--- src/rtl/audio_pkg.sv ---
// Shared defaults and engine state encoding for the record, mix and pitch engines.
package audio_pkg;

  localparam int DATA_W_DEF     = 16;
  localparam int SLOT_LOG2_DEF  = 2;
  localparam int DEPTH_LOG2_DEF = 18;

  typedef enum logic [2:0] {
    ST_IDLE,
    ST_RUN,
    ST_WRITE,
    ST_PAUSE,
    ST_DONE
  } engine_state_e;

endpackage

--- src/rtl/record_engine_write_port.sv ---
// Single-entry req/ack write port: holds address and data stable until the arbiter acks.
module rec_write_port
  import audio_pkg::*;
#(
  parameter int DATA_W = DATA_W_DEF,
  parameter int ADDR_W = SLOT_LOG2_DEF + DEPTH_LOG2_DEF
) (
  input  logic              clk,
  input  logic              rst_n,
  input  logic              wr_start,
  input  logic [ADDR_W-1:0] wr_addr,
  input  logic [DATA_W-1:0] wr_data,
  input  logic              mem_ack,
  output logic              mem_req,
  output logic [ADDR_W-1:0] mem_addr,
  output logic [DATA_W-1:0] mem_wdata,
  output logic              wr_busy,
  output logic              wr_done
);

  logic              req_q, req_d;
  logic [ADDR_W-1:0] addr_q, addr_d;
  logic [DATA_W-1:0] data_q, data_d;

  always_comb begin
    // NOTE: every comb output gets a default first so no path leaves it unassigned (no latch).
    req_d  = req_q;
    addr_d = addr_q;
    data_d = data_q;
    if (req_q) begin
      if (mem_ack) req_d = 1'b0;
    end else if (wr_start) begin
      req_d  = 1'b1;
      addr_d = wr_addr;
      data_d = wr_data;
    end
  end

  // NOTE: sequential state uses non-blocking assignments so all flops update together.
  always_ff @(posedge clk or negedge rst_n) begin
    if (!rst_n) begin
      req_q  <= 1'b0;
      addr_q <= '0;
      data_q <= '0;
    end else begin
      req_q  <= req_d;
      addr_q <= addr_d;
      data_q <= data_d;
    end
  end

  assign mem_req   = req_q;
  assign mem_addr  = addr_q;
  assign mem_wdata = data_q;
  assign wr_busy   = req_q;
  assign wr_done   = req_q & mem_ack;

endmodule

--- src/rtl/record_engine.sv ---
// Record engine: captures ADC samples into a selected SRAM slot under control-core handshake.
module record_engine
  import audio_pkg::*;
#(
  parameter int DATA_W     = DATA_W_DEF,
  parameter int SLOT_LOG2  = SLOT_LOG2_DEF,
  parameter int DEPTH_LOG2 = DEPTH_LOG2_DEF
) (
  input  logic                            i_clk,
  input  logic                            i_rst,
  input  logic                            record_start,
  input  logic [SLOT_LOG2-1:0]            record_select,
  input  logic                            record_pause,
  input  logic                            record_stop,
  output logic                            record_done,
  output logic                            busy,
  output logic [DEPTH_LOG2:0]             rec_length,
  output logic                            overrun,
  input  logic                            adc_valid,
  input  logic [DATA_W-1:0]               adc_data,
  output logic                            mem_req,
  output logic [SLOT_LOG2+DEPTH_LOG2-1:0] mem_addr,
  output logic [DATA_W-1:0]               mem_wdata,
  input  logic                            mem_ack
);

  localparam int CNT_W  = DEPTH_LOG2 + 1;
  localparam int ADDR_W = SLOT_LOG2 + DEPTH_LOG2;

  engine_state_e        state_q, state_d;
  logic [SLOT_LOG2-1:0] slot_q, slot_d;
  logic [CNT_W-1:0]     count_q, count_d;
  logic [CNT_W-1:0]     rec_length_q, rec_length_d;
  logic                 stop_pend_q, stop_pend_d;
  logic                 overrun_q, overrun_d;

  logic wr_start, wr_busy, wr_done;
  logic slot_full;

  // The write in flight is the last slot entry when the low index bits are all ones.
  assign slot_full = &count_q[DEPTH_LOG2-1:0];

  always_ff @(posedge i_clk or negedge i_rst) begin
    if (!i_rst) begin
      state_q      <= ST_IDLE;
      slot_q       <= '0;
      count_q      <= '0;
      rec_length_q <= '0;
      stop_pend_q  <= 1'b0;
      overrun_q    <= 1'b0;
    end else begin
      state_q      <= state_d;
      slot_q       <= slot_d;
      count_q      <= count_d;
      rec_length_q <= rec_length_d;
      stop_pend_q  <= stop_pend_d;
      overrun_q    <= overrun_d;
    end
  end

  always_comb begin
    state_d      = state_q;
    slot_d       = slot_q;
    count_d      = count_q;
    rec_length_d = rec_length_q;
    stop_pend_d  = stop_pend_q;
    overrun_d    = overrun_q;
    unique case (state_q)
      ST_IDLE: begin
        if (record_start) begin
          slot_d       = record_select;
          count_d      = '0;
          rec_length_d = '0;
          overrun_d    = 1'b0;
          stop_pend_d  = 1'b0;
          state_d      = ST_RUN;
        end
      end
      ST_RUN: begin
        if (record_stop)       state_d = ST_DONE;
        else if (adc_valid)    state_d = ST_WRITE;
        else if (record_pause) state_d = ST_PAUSE;
      end
      ST_WRITE: begin
        if (adc_valid)   overrun_d   = 1'b1;
        if (record_stop) stop_pend_d = 1'b1;
        if (wr_done) begin
          count_d = count_q + 1'b1;
          // A stop arriving on the ack cycle counts as pending too.
          if (slot_full || stop_pend_q || record_stop) state_d = ST_DONE;
          else if (record_pause)                      state_d = ST_PAUSE;
          else                                        state_d = ST_RUN;
        end
      end
      ST_PAUSE: begin
        if (record_stop)        state_d = ST_DONE;
        else if (!record_pause) state_d = ST_RUN;
      end
      ST_DONE: begin
        stop_pend_d = 1'b0;
        state_d     = ST_IDLE;
      end
      default: state_d = ST_IDLE;
    endcase
    // Load the length on entry so it is already valid during the done pulse.
    if (state_d == ST_DONE && state_q != ST_DONE) rec_length_d = count_d;
  end

  always_comb begin
    busy        = (state_q != ST_IDLE);
    record_done = (state_q == ST_DONE);
    wr_start    = (state_q == ST_RUN) && !record_stop && adc_valid && !wr_busy;
  end

  assign rec_length = rec_length_q;
  assign overrun    = overrun_q;

  rec_write_port #(
    .DATA_W (DATA_W),
    .ADDR_W (ADDR_W)
  ) u_write_port (
    .clk       (i_clk),
    .rst_n     (i_rst),
    .wr_start  (wr_start),
    .wr_addr   ({slot_q, count_q[DEPTH_LOG2-1:0]}),
    .wr_data   (adc_data),
    .mem_ack   (mem_ack),
    .mem_req   (mem_req),
    .mem_addr  (mem_addr),
    .mem_wdata (mem_wdata),
    .wr_busy   (wr_busy),
    .wr_done   (wr_done)
  );

endmodule

--- config.mk ---
export PLATFORM = sky130hd
export DESIGN_NAME = record_engine
export DESIGN_NICKNAME = d
export VERILOG_FILES = /design/src/rtl/audio_pkg.sv /design/src/rtl/record_engine_write_port.sv /design/src/rtl/record_engine.sv
export SDC_FILE = /design/constraint.sdc
export NUM_CORES = 1
export LEC_CHECK = 0
export ABC_CLOCK_PERIOD_IN_PS = 2450
export CORE_ASPECT_RATIO = 0.75
export CORE_MARGIN = 4
export CORE_UTILIZATION = 30
export CTS_BUF_LIST = sky130_fd_sc_hd__clkbuf_8
export CTS_CLUSTER_DIAMETER = 60
export CTS_CLUSTER_SIZE = 24
export DETAILED_ROUTE_END_ITERATION = 16
export DONT_BUFFER_PORTS = 1
export GPL_TIMING_DRIVEN = 0
export PLACE_DENSITY = 0.49
export SYNTH_ARGS = -nofsm -noshare
export SYNTH_HDL_FRONTEND = slang
export SYNTH_SLANG_ARGS = --single-unit
--- constraint.sdc ---
create_clock -name i_clk -period 2.45 [get_ports i_clk]
set_clock_uncertainty 0.05 [all_clocks]
set_input_delay 0.49 -clock i_clk [delete_from_list [all_inputs] [get_ports i_clk]]
set_output_delay 0.49 -clock i_clk [all_outputs]
set_load 0.02 [all_outputs]
# Word level (Yosys, flattened, before mapping)
# Index checks and enable logic that the tools add are counted.
[word_totals]
register_bits = 82
output_inout_bits = 59
elab_cells = 65
[classes]
n_addsub = 1
n_eq_ne = 9
n_mux = 24
bitwise = 2
n_reduce_logical = 20
[ops]
columns = ["cell", "count"]
rows = [
  ["2-to-1 mux 19 bit", 5],
  ["one-hot mux 19 bit (2 select lines)", 1],
  ["2-to-1 mux 3 bit", 8],
  ["adder 19 x 1 -> 19 bit (second input constant)", 1],
  ["AND reduction 18 bit", 1],
  ["one-hot mux 3 bit (4 select lines)", 1],
  ["== test 3 x 2 -> 1 bit (second input constant)", 2],
  ["== test 3 bit (second input constant)", 2],
  ["2-to-1 mux 1 bit", 6],
  ["inequality test 2 bit (second input constant)", 3],
  ["AND reduction 2 bit", 3],
  ["AND reduction 3 bit", 2],
  ["nonzero test 2 bit", 3],
  ["nonzero test 3 bit", 2],
  ["logical AND 1 bit", 4],
  ["== test 3 x 1 -> 1 bit (second input constant)", 1],
  ["logical NOT 3 bit", 1],
  ["inequality test 3 bit (second input constant)", 1],
  ["one-hot mux 1 bit (3 select lines)", 1],
  ["logical NOT 1 bit", 2],
  ["logical OR 1 bit", 2],
  ["2-to-1 mux 2 bit", 1],
  ["one-hot mux 1 bit (2 select lines)", 1],
  ["AND 1 bit", 1],
  ["inverter 1 bit", 1],
]

# Depth between registers and ports, before layout
# Gate-level depths: netlist of the first run.
[logic_depth]
word_depth = 10
depth_mapped = 8
ltp_nobuf = 7

# Modules after synthesis
# A second synthesis of the first run with hierarchy kept.
[unflattened]
cells_unflattened = 332
hier_area_um2 = 3866.2
[by_module_without_submodules]
columns = ["mod", "instances", "cells_each", "area_each_um2", "seq_area_each_um2"]
rows = [
  ["record_engine", 1, 250, 2316.0, 1126.1],
  ["rec_write_port", 1, 82, 1550.2, 925.9],
]

# Least setup slack after synthesis of the first run
# OpenSTA, ideal clock, no wires.
[synth_path]
kind = "reg2reg"
start = "register state_q[2]"
end = "register rec_length_q[14] (netlist: rec_length[14])"
setup_ns = 0.128
arrival_ns = 2.043
required_time_ns = 2.272
setup_slack_ns = 0.230
stages_incl_launch_ff = 9
period_less_slack_ns = 2.220
cell_sequence = "dfrtp_1 -> buf_6 -> or3b_1 -> buf_6 -> nor2_2 -> a21o_2 -> a21oi_2 -> buf_2 -> mux2_1"
[synth_between]
elab_chain_cells = 8
[synth_rtl]
columns = ["item", "line_no", "rtl"]
rows = [
  ["start: declaration", "record_engine.sv:30", "engine_state_e state_q, state_d;"],
  ["start signal: assignment", "record_engine.sv:52", "state_q <= state_d;"],
  ["2-to-1 mux 3 bit", "record_engine.sv:82", "else if (record_pause) state_d = ST_PAUSE;"],
  ["2-to-1 mux 3 bit", "record_engine.sv:81", "else if (adc_valid) state_d = ST_WRITE;"],
  ["2-to-1 mux 3 bit", "record_engine.sv:80", "if (record_stop) state_d = ST_DONE;"],
  ["one-hot mux 3 bit (4 select lines)", "record_engine.sv:68", "unique case (state_q)"],
  ["== test 3 bit", "record_engine.sv:106", "if (state_d == ST_DONE && state_q != ST_DONE) rec_length_d = count_d;"],
  ["logical AND 1 bit", "record_engine.sv:106", ""],
  ["nonzero test 2 bit (no line)", "-", ""],
  ["AND reduction 2 bit (no line)", "-", ""],
  ["end signal: assignment", "record_engine.sv:55", "rec_length_q <= rec_length_d;"],
  ["end: declaration", "record_engine.sv:33", "logic [CNT_W-1:0] rec_length_q, rec_length_d;"],
]
# Parallel ways exist; a longest one is shown, timed or not.
# A chain may end at the register's enable or synchronous reset.

# Worst setup path in the final report of the first run
[layout_path]
start = "register state_q[2]"
end = "register rec_length_q[14] (netlist: rec_length[14])"
[layout_lines]
columns = ["item", "line_no", "rtl"]
rows = [
  ["== test 3 x 2 -> 1 bit or logical NOT 3 bit (tied branches)", "record_engine.sv:68", ""],
  ["one-hot mux 19 bit (2 select lines) *", "record_engine.sv:68", ""],
  ["named net count_d[14]", "record_engine.sv:32", "logic [CNT_W-1:0] count_q, count_d;"],
  ["2-to-1 mux 19 bit *", "record_engine.sv:106", ""],
]
# Mark *: on every way through the listed nets, which the timed path passes. The rest lies on a longest branch.

==> key figures, run 1 <==
Layout
  • Share of post-route cells with drive strength above 1: 0.2831
  • Highest-count cells in the layout ignoring fill and taps: dfrtp_1 (82), mux2_2 (45), nand2_1 (27)
  • Final layout net count: 347
  • Most common cell after layout, fill and taps aside: dfrtp_1
  • Final cell count without fillers: 487
  • Final antenna diode count: 0
  • Synth-to-Final Area Change: 13.43%

Route
  • Residual DRC: 0
  • First-pass iteration count of the detailed router: 4
  • Remaining antenna violation count after routing: 0
  • Average via count per standard cell: 4.986
  • Initial DRC count: 147
  • Routed wire length: 9148 microns
  • Routed via count: 2428
  • Wire per inst: 18.78 microns

Floorplanning
  • Ports placed on the boundary: 84
  • Total core area: 11830 sq um
  • Die boundary height: 104.0 microns
  • Starting density of the core: 0.3119
  • Die area: 14150 sq um
  • Standard-cell row count: 34
  • Die X-Extent: 136.0 microns

Clock network
  • Clock latency on the worst-skew pair: 0.34 ns
  • # clock sinks: 82
  • Clock root cell: clkbuf_8
  • CTS tree: done
  • Total clock buffers created by CTS: 9
  • Level count of the clock H-tree: 3
  • Longest Clk Path Bufs: 2
  • Clock transition time at the flip-flop clock pins of the worst setup and hold paths: 0.08 ns

GRT
  • Total congestion overflow: 0
  • Initial antenna violation count: 0
  • Vias in the first global route: 2568
  • Maximum number of pins on one net before global-route repair: 83
  • GRT busiest layer: met2
  • GRT Resource Usage Total: 0.1362
  • Global-route track usage on met1: 0.1905
  • Met3 Resource Use GR: 0.05222
  • Met2 routing resource usage after global routing: 0.1954
  • Global-route wire length before repair: 14810 microns

Synthesis
  • Count of different cell masters after synthesis: 58
  • Most area-consuming cells after synthesis: dfrtp_1 (56%), mux2_2 (14%), nand2_1 (2.8%)
  • Fraction of the mapped netlist area in compound gates: 0.09227
  • Mux cell area share after synthesis: 0.1543
  • Average instance area after synthesis: 11.98 sq um
  • Cell area after technology mapping: 3689 sq um
  • Simple-gate share of the synthesized area: 0.1550
  • Main flop type after synthesis: dfrtp_1
  • Nets in the synthesized netlist: 334
  • Synthesized-area fraction occupied by xor and xnor cells: 0.009498
  • Cell type with the largest total area after synthesis: dfrtp_1
  • Gate count after technology mapping: 308
  • Dominant combinational cell family by area after synthesis: simple AND/OR/NAND/NOR gates
  • Proportion of register bits with asynchronous set or reset after synthesis: 1.000
  • Area share of the leading cell type in the synthesized netlist: 0.5563
  • Register bit count reported by yosys: 82
  • Post-synth EDFFs: 0
  • Adder and majority gate portion of the synthesized area: 0.003392
  • Sequential share of the synthesized area: 0.5563
  • Ys Warns: 0

Placement
  • Place WS: -0.3715 ns
  • Port Buffers: 0
  • Final GP Congestion: 0.8364
  • Dpl hpwl: 6562 microns
  • Cell Count Post-Placement: 470

STA
  • Crit path time final: 2.341 ns
  • Maximum clock frequency: 0.4271 GHz
  • Worst Max-Slew Pin Slew: 0.7984 ns
  • Final-report max-slew violation count: 0
  • Worst hold margin: -0.01131 ns
  • Unrepaired setup endpoints after global routing: false
  • Final critical-path share of the clock period: 0.9556
  • Number of endpoints with negative hold slack in the final report: 15
  • Final Worst Setup Slack: 0.1089 ns
  • Worst slew margin: 0.4649
  • Finish-stage setup viols: 0

Setup path
  • Arrival time worst endpoint: 2.58 ns
  • Minimum setup slack among reg-to-reg paths: 0.11 ns
  • Data required, critical path: 2.69 ns
  • Critical path's largest stage delay: 0.38 ns
  • Worst R2R Path Depth: 8
  • Critical-path maximum fanout: 10
  • Cell repeated most along the worst path: buf_6
  • CP max-delay cell: dfrtp_1
  • Setup CP Type: register to register
  • Type of origin of the critical path: register
  • Reg-to-reg startpoint: state_q[2]
  • Kind of end point of the critical path: register
  • Worst reg2reg endpoint: rec_length[14]
  • Crit path cell chain: buf_6 > or3b_1 > buf_6 > or3_4 > buf_6 > or2_4 > o31ai_4 > mux2_1

Power and ir drop
  • Total leakage power: 0.001943 uW
  • Power Total: 3851 uW
  • Power density normalized to cell area: 920.4 nW/um^2
  • Largest vdd supply drop: 0.0002762 V

Status
  • Failing checks: hold timing
  • Run status: finished with violations

Job
  • Count of maximum capacitance violations: 0

Min path
  • Worst hold path class: input pin to async pin
==> layer usage <==
metal | vias to the layer above | wire, microns
li1 | 1150 | -
met1 | 1213 | 4261
met2 | 56 | 4079
met3 | 9 | 704
met4 | 0 | 103
met5 | - | 0
==> through the flow <==
stage               TNS [ns]  area (sq um)    util
CTS                        0          4119  0.3483
detailed placement    -2.659          3891  0.3290
finish                     0          4184  0.3538
floorplan                  0          3689       -
global route               0          4184  0.3538
global placement      -3.242          3891  0.3290
==> cell type report <==
class	count	area, sq um
Inverter	8	30.03
Tap cell	162	202.7
Timing Repair Buffer	2	35.03
Buffer	13	83.83
Multi-Input combinational cell	205	1592
Fill cell	1205	7642
Clock buffer	13	178.9
Clock inverter	2	10.01
Sequential cell	82	2052
==> synth_stat cells, drive strengths merged (5+ instances only) <==
cell type   n
mux2       47
and2       15
o21ai       8
nor4        5
dfrtp      82
nor2       15
nand3       9
nor3        6
a21oi       5
a211oi      6
clkbuf      7
buf         6
inv         8
nand4       7
nand2      28
==> registers in the layout, indices dropped and copies added, names as in the netlist <==
register,cells
rec_length,19
overrun,1
u_write_port.mem_addr,20
u_write_port.mem_wdata,16
u_write_port.mem_req,1
count_q,19
stop_pend_q,1
state_q,3
slot_q,2
==> worst max-delay path, delay by kind of cell (launching register included) <==
family	cells	cell delay (ns)
flops	1	0.38
buf+inv	3	0.45
mux	1	0.18
simple gates	3	1.00
compound gates	1	0.23
==> kinds of logic (layout without fill, tap and decap cells) <==
| family | Yosys count | count (layout) |
|---|---|---|
| simple gates | 105 | 105 |
| flops | 82 | 82 |
| mux | 51 | 51 |
| compound gates | 44 | 44 |
| buf+inv | 21 | 38 |
| xor+xnor | 4 | 4 |
| fa+ha+maj | 1 | 1 |
==> worst max-delay path by stage <==
stage	start	to	slack, ns	depth (start not counted)
floorplan	state_q[2]	rec_length[14]	0.23	8
global placement	state_q[1]	rec_length[11]	-0.39	6
detailed placement	state_q[1]	rec_length[11]	-0.37	6
CTS	state_q[2]	rec_length[6]	0.009	7
global route	state_q[0]	rec_length[14]	0.004	8
finish	state_q[2]	rec_length[14]	0.11	8
==> timing repair <==
action / 4_1_cts / 5_1_grt
setup buffers: 0 / 1
pin swaps: 0 / 3
hold endpoints to repair: 82 / 82
setup endpoints to repair: 26 / 15
gates resized for setup: 9 / 8
==> power breakdown <==
part           total (uW)  switching (uW)  internal (uW)  leakage (uW)
Combinational         932             574            358      0.000740
Clock                 934             463            471      0.000101
Sequential           1990             396           1590       0.00110
Total                3850            1430           2420       0.00194
Note: power is estimated with default switching activity, not from simulation.
==> run 2, diff against run 1 <==
- RECOVER_POWER: not set -> 50
- SLEW_MARGIN: not set -> 15
==> run 2 against run 1 <==
- critical path type unchanged
- critical endpoint is now rec_length[17]
- the flow finishes with violations (capacitance limit, slew limit)
- cell count stayed put
- worst hold slack better by 0.21 ns
- wire length is 0.99% higher
- clock power is 5.5% lower
==> key figures, run 2 (synthesis results as in run 1) <==
Status
  • Run status: finished with violations (unchanged)
  • Failing checks: capacitance limit, slew limit (was hold timing)

Clock network
  • CTS tree: done (unchanged)
  • Clock latency on the worst-skew pair: 0.35 ns (was 0.34 ns)
  • Level count of the clock H-tree: 3 (unchanged)
  • Longest Clk Path Bufs: 2 (unchanged)
  • # clock sinks: 82 (unchanged)
  • Total clock buffers created by CTS: 9 (unchanged)
  • Clock transition time at the flip-flop clock pins of the worst setup and hold paths: 0.08 ns (about the same)
  • Clock root cell: clkbuf_8 (unchanged)

GRT
  • Initial antenna violation count: 0 (unchanged)
  • Met3 Resource Use GR: 0.05174 (was 0.05222)
  • GRT busiest layer: met2 (unchanged)
  • Vias in the first global route: 2592 (was 2568)
  • Total congestion overflow: 0 (unchanged)
  • Global-route track usage on met1: 0.1889 (was 0.1905)
  • Maximum number of pins on one net before global-route repair: 83 (unchanged)
  • GRT Resource Usage Total: 0.1356 (was 0.1362)
  • Global-route wire length before repair: 14840 microns (was 14810 microns)
  • Met2 routing resource usage after global routing: 0.1965 (was 0.1954)

Placement
  • Dpl hpwl: 6562 microns (about the same)
  • Place WS: -0.1705 ns (was -0.3715 ns)
  • Final GP Congestion: 0.8364 (unchanged)
  • Port Buffers: 0 (unchanged)
  • Cell Count Post-Placement: 470 (unchanged)

Power and ir drop
  • Total leakage power: 0.001925 uW (was 0.001943 uW)
  • Power density normalized to cell area: 917.6 nW/um^2 (was 920.4 nW/um^2)
  • Largest vdd supply drop: 0.0002761 V (was 0.0002762 V)
  • Power Total: 3790 uW (was 3851 uW)

Route
  • Routed wire length: 9239 microns (was 9148 microns)
  • Average via count per standard cell: 5.016 (was 4.986)
  • Remaining antenna violation count after routing: 0 (unchanged)
  • Initial DRC count: 183 (was 147)
  • Wire per inst: 18.97 microns (was 18.78 microns)
  • First-pass iteration count of the detailed router: 4 (unchanged)
  • Residual DRC: 0 (unchanged)
  • Routed via count: 2443 (was 2428)

Layout
  • Flip-flop count of the largest register, all copies and words added: 20 (unchanged)
  • Final cell count without fillers: 487 (unchanged)
  • Final antenna diode count: 0 (unchanged)
  • Synth-to-Final Area Change: 11.97% (was 13.43%)
  • Filler Cells Inserted: 1205 (unchanged)
  • Most common cell after layout, fill and taps aside: dfrtp_1 (unchanged)
  • Highest-count cells in the layout ignoring fill and taps: dfrtp_1 (82), mux2_2 (45), nand2_1 (27) (unchanged)
  • Final layout net count: 347 (unchanged)
  • Share of post-route cells with drive strength above 1: 0.2769 (was 0.2831)
  • Final core utilization: 0.3492 (was 0.3538)

STA
  • Final Worst Setup Slack: 0.09765 ns (was 0.1089 ns)
  • Maximum clock frequency: 0.4251 GHz (was 0.4271 GHz)
  • Unrepaired setup endpoints after global routing: true (was false)
  • Crit path time final: 2.352 ns (was 2.341 ns)
  • Worst slew margin: -0.2390 (was 0.4649)
  • Worst Max-Slew Pin Slew: 1.859 ns (was 0.7984 ns)
  • Worst hold margin: 0.1972 ns (was -0.01131 ns)
  • Number of endpoints with negative hold slack in the final report: 0 (was 15)
  • Final-report max-slew violation count: 83 (was 0)
  • Finish-stage setup viols: 0 (unchanged)
  • Final critical-path share of the clock period: 0.9601 (was 0.9556)

Setup path
  • Data required, critical path: 2.63 ns (was 2.69 ns)
  • Setup CP Type: register to register (unchanged)
  • Critical-path maximum fanout: 10 (unchanged)
  • Kind of end point of the critical path: register (unchanged)
  • Type of origin of the critical path: register (unchanged)
  • Arrival time worst endpoint: 2.53 ns (was 2.58 ns)

Floorplanning
  • Standard-cell row count: 34 (unchanged)
  • Starting density of the core: 0.3119 (unchanged)
  • Die X-Extent: 136.0 microns (unchanged)
  • Die area: 14150 sq um (unchanged)
  • Ports placed on the boundary: 84 (unchanged)
  • Total core area: 11830 sq um (unchanged)
  • Die boundary height: 104.0 microns (unchanged)

Job
  • Count of maximum capacitance violations: 1 (was 0)

Min path
  • Worst hold path class: input pin to register (was input pin to async pin)
run 2: cell types whose count changed in the layout (fill, tap and decap cells not counted), sizes merged:
cell    before  now
clkbuf      20   18
clkinv       2    3
inv          8    9
run 2: layer usage:
metal	vias to the layer above	wire length [microns]
li1	1152	-
met1	1227	4447
met2	56	4046
met3	8	643
met4	0	102
met5	-	0
run 2: area by class of cell:
class                   instances  area, sq um  area share
clock buffers                  11        151.4     0.03666
flip-flops and latches         82         2052      0.4968
repair buffers                  2        12.51    0.003029
plain buffers                  13        83.83     0.02030
clock inverters                 4        18.77    0.004544
inverters                       8        30.03    0.007271
well taps                     162        202.7     0.04908
multi-input cells             205         1579      0.3823
run 2: path summary, 6_finish.rpt:
kind	startpoint	end	slack [ns]	depth (start not counted)
min in group asynchronous	i_rst	rec_length[5]	0.62	1
max	state_q[0]	rec_length[17]	0.1	8
min	record_select[0]	slot_q[0]	0.20	2
max reg2reg	state_q[0]	rec_length[17]	0.1	8
min reg2reg	slot_q[0]	slot_q[0]	0.43	2
max in group asynchronous	i_rst	u_write_port.mem_addr[13]	0.65	1
run 2: power breakdown:
group / internal [uW] / total (uW) / switching, uW
Sequential: 1590 / 1990 / 396
Combinational: 349 / 921 / 572
Clock: 410 / 883 / 473
Total: 2350 / 3790 / 1440
run 2: worst max-delay path, cell delays in order, from the launching register on:
cell and delay (ns):
dfrtp_1 0.36, buf_2 0.17, or3b_1 0.37, buf_6 0.16
nor2_4 0.20, a21o_2 0.24, a21oi_2 0.09, clkbuf_4 0.25
mux2_1 0.34
run 2: per-stage QoR:
stage	cell area (sq um)	TNS (ns)
floorplan	3689	0
global placement	3891	-3.242
detailed placement	3896	-1.512
CTS	4100	0
global route	4130	-0.0003708
finish	4130	0
run 2: what timing repair did:
action,CTS,global route
pin swaps,0,3
resized for setup,8,6
setup buffers,0,1
endpoints found under the hold margin,82,82
setup endpoints to repair,22,14
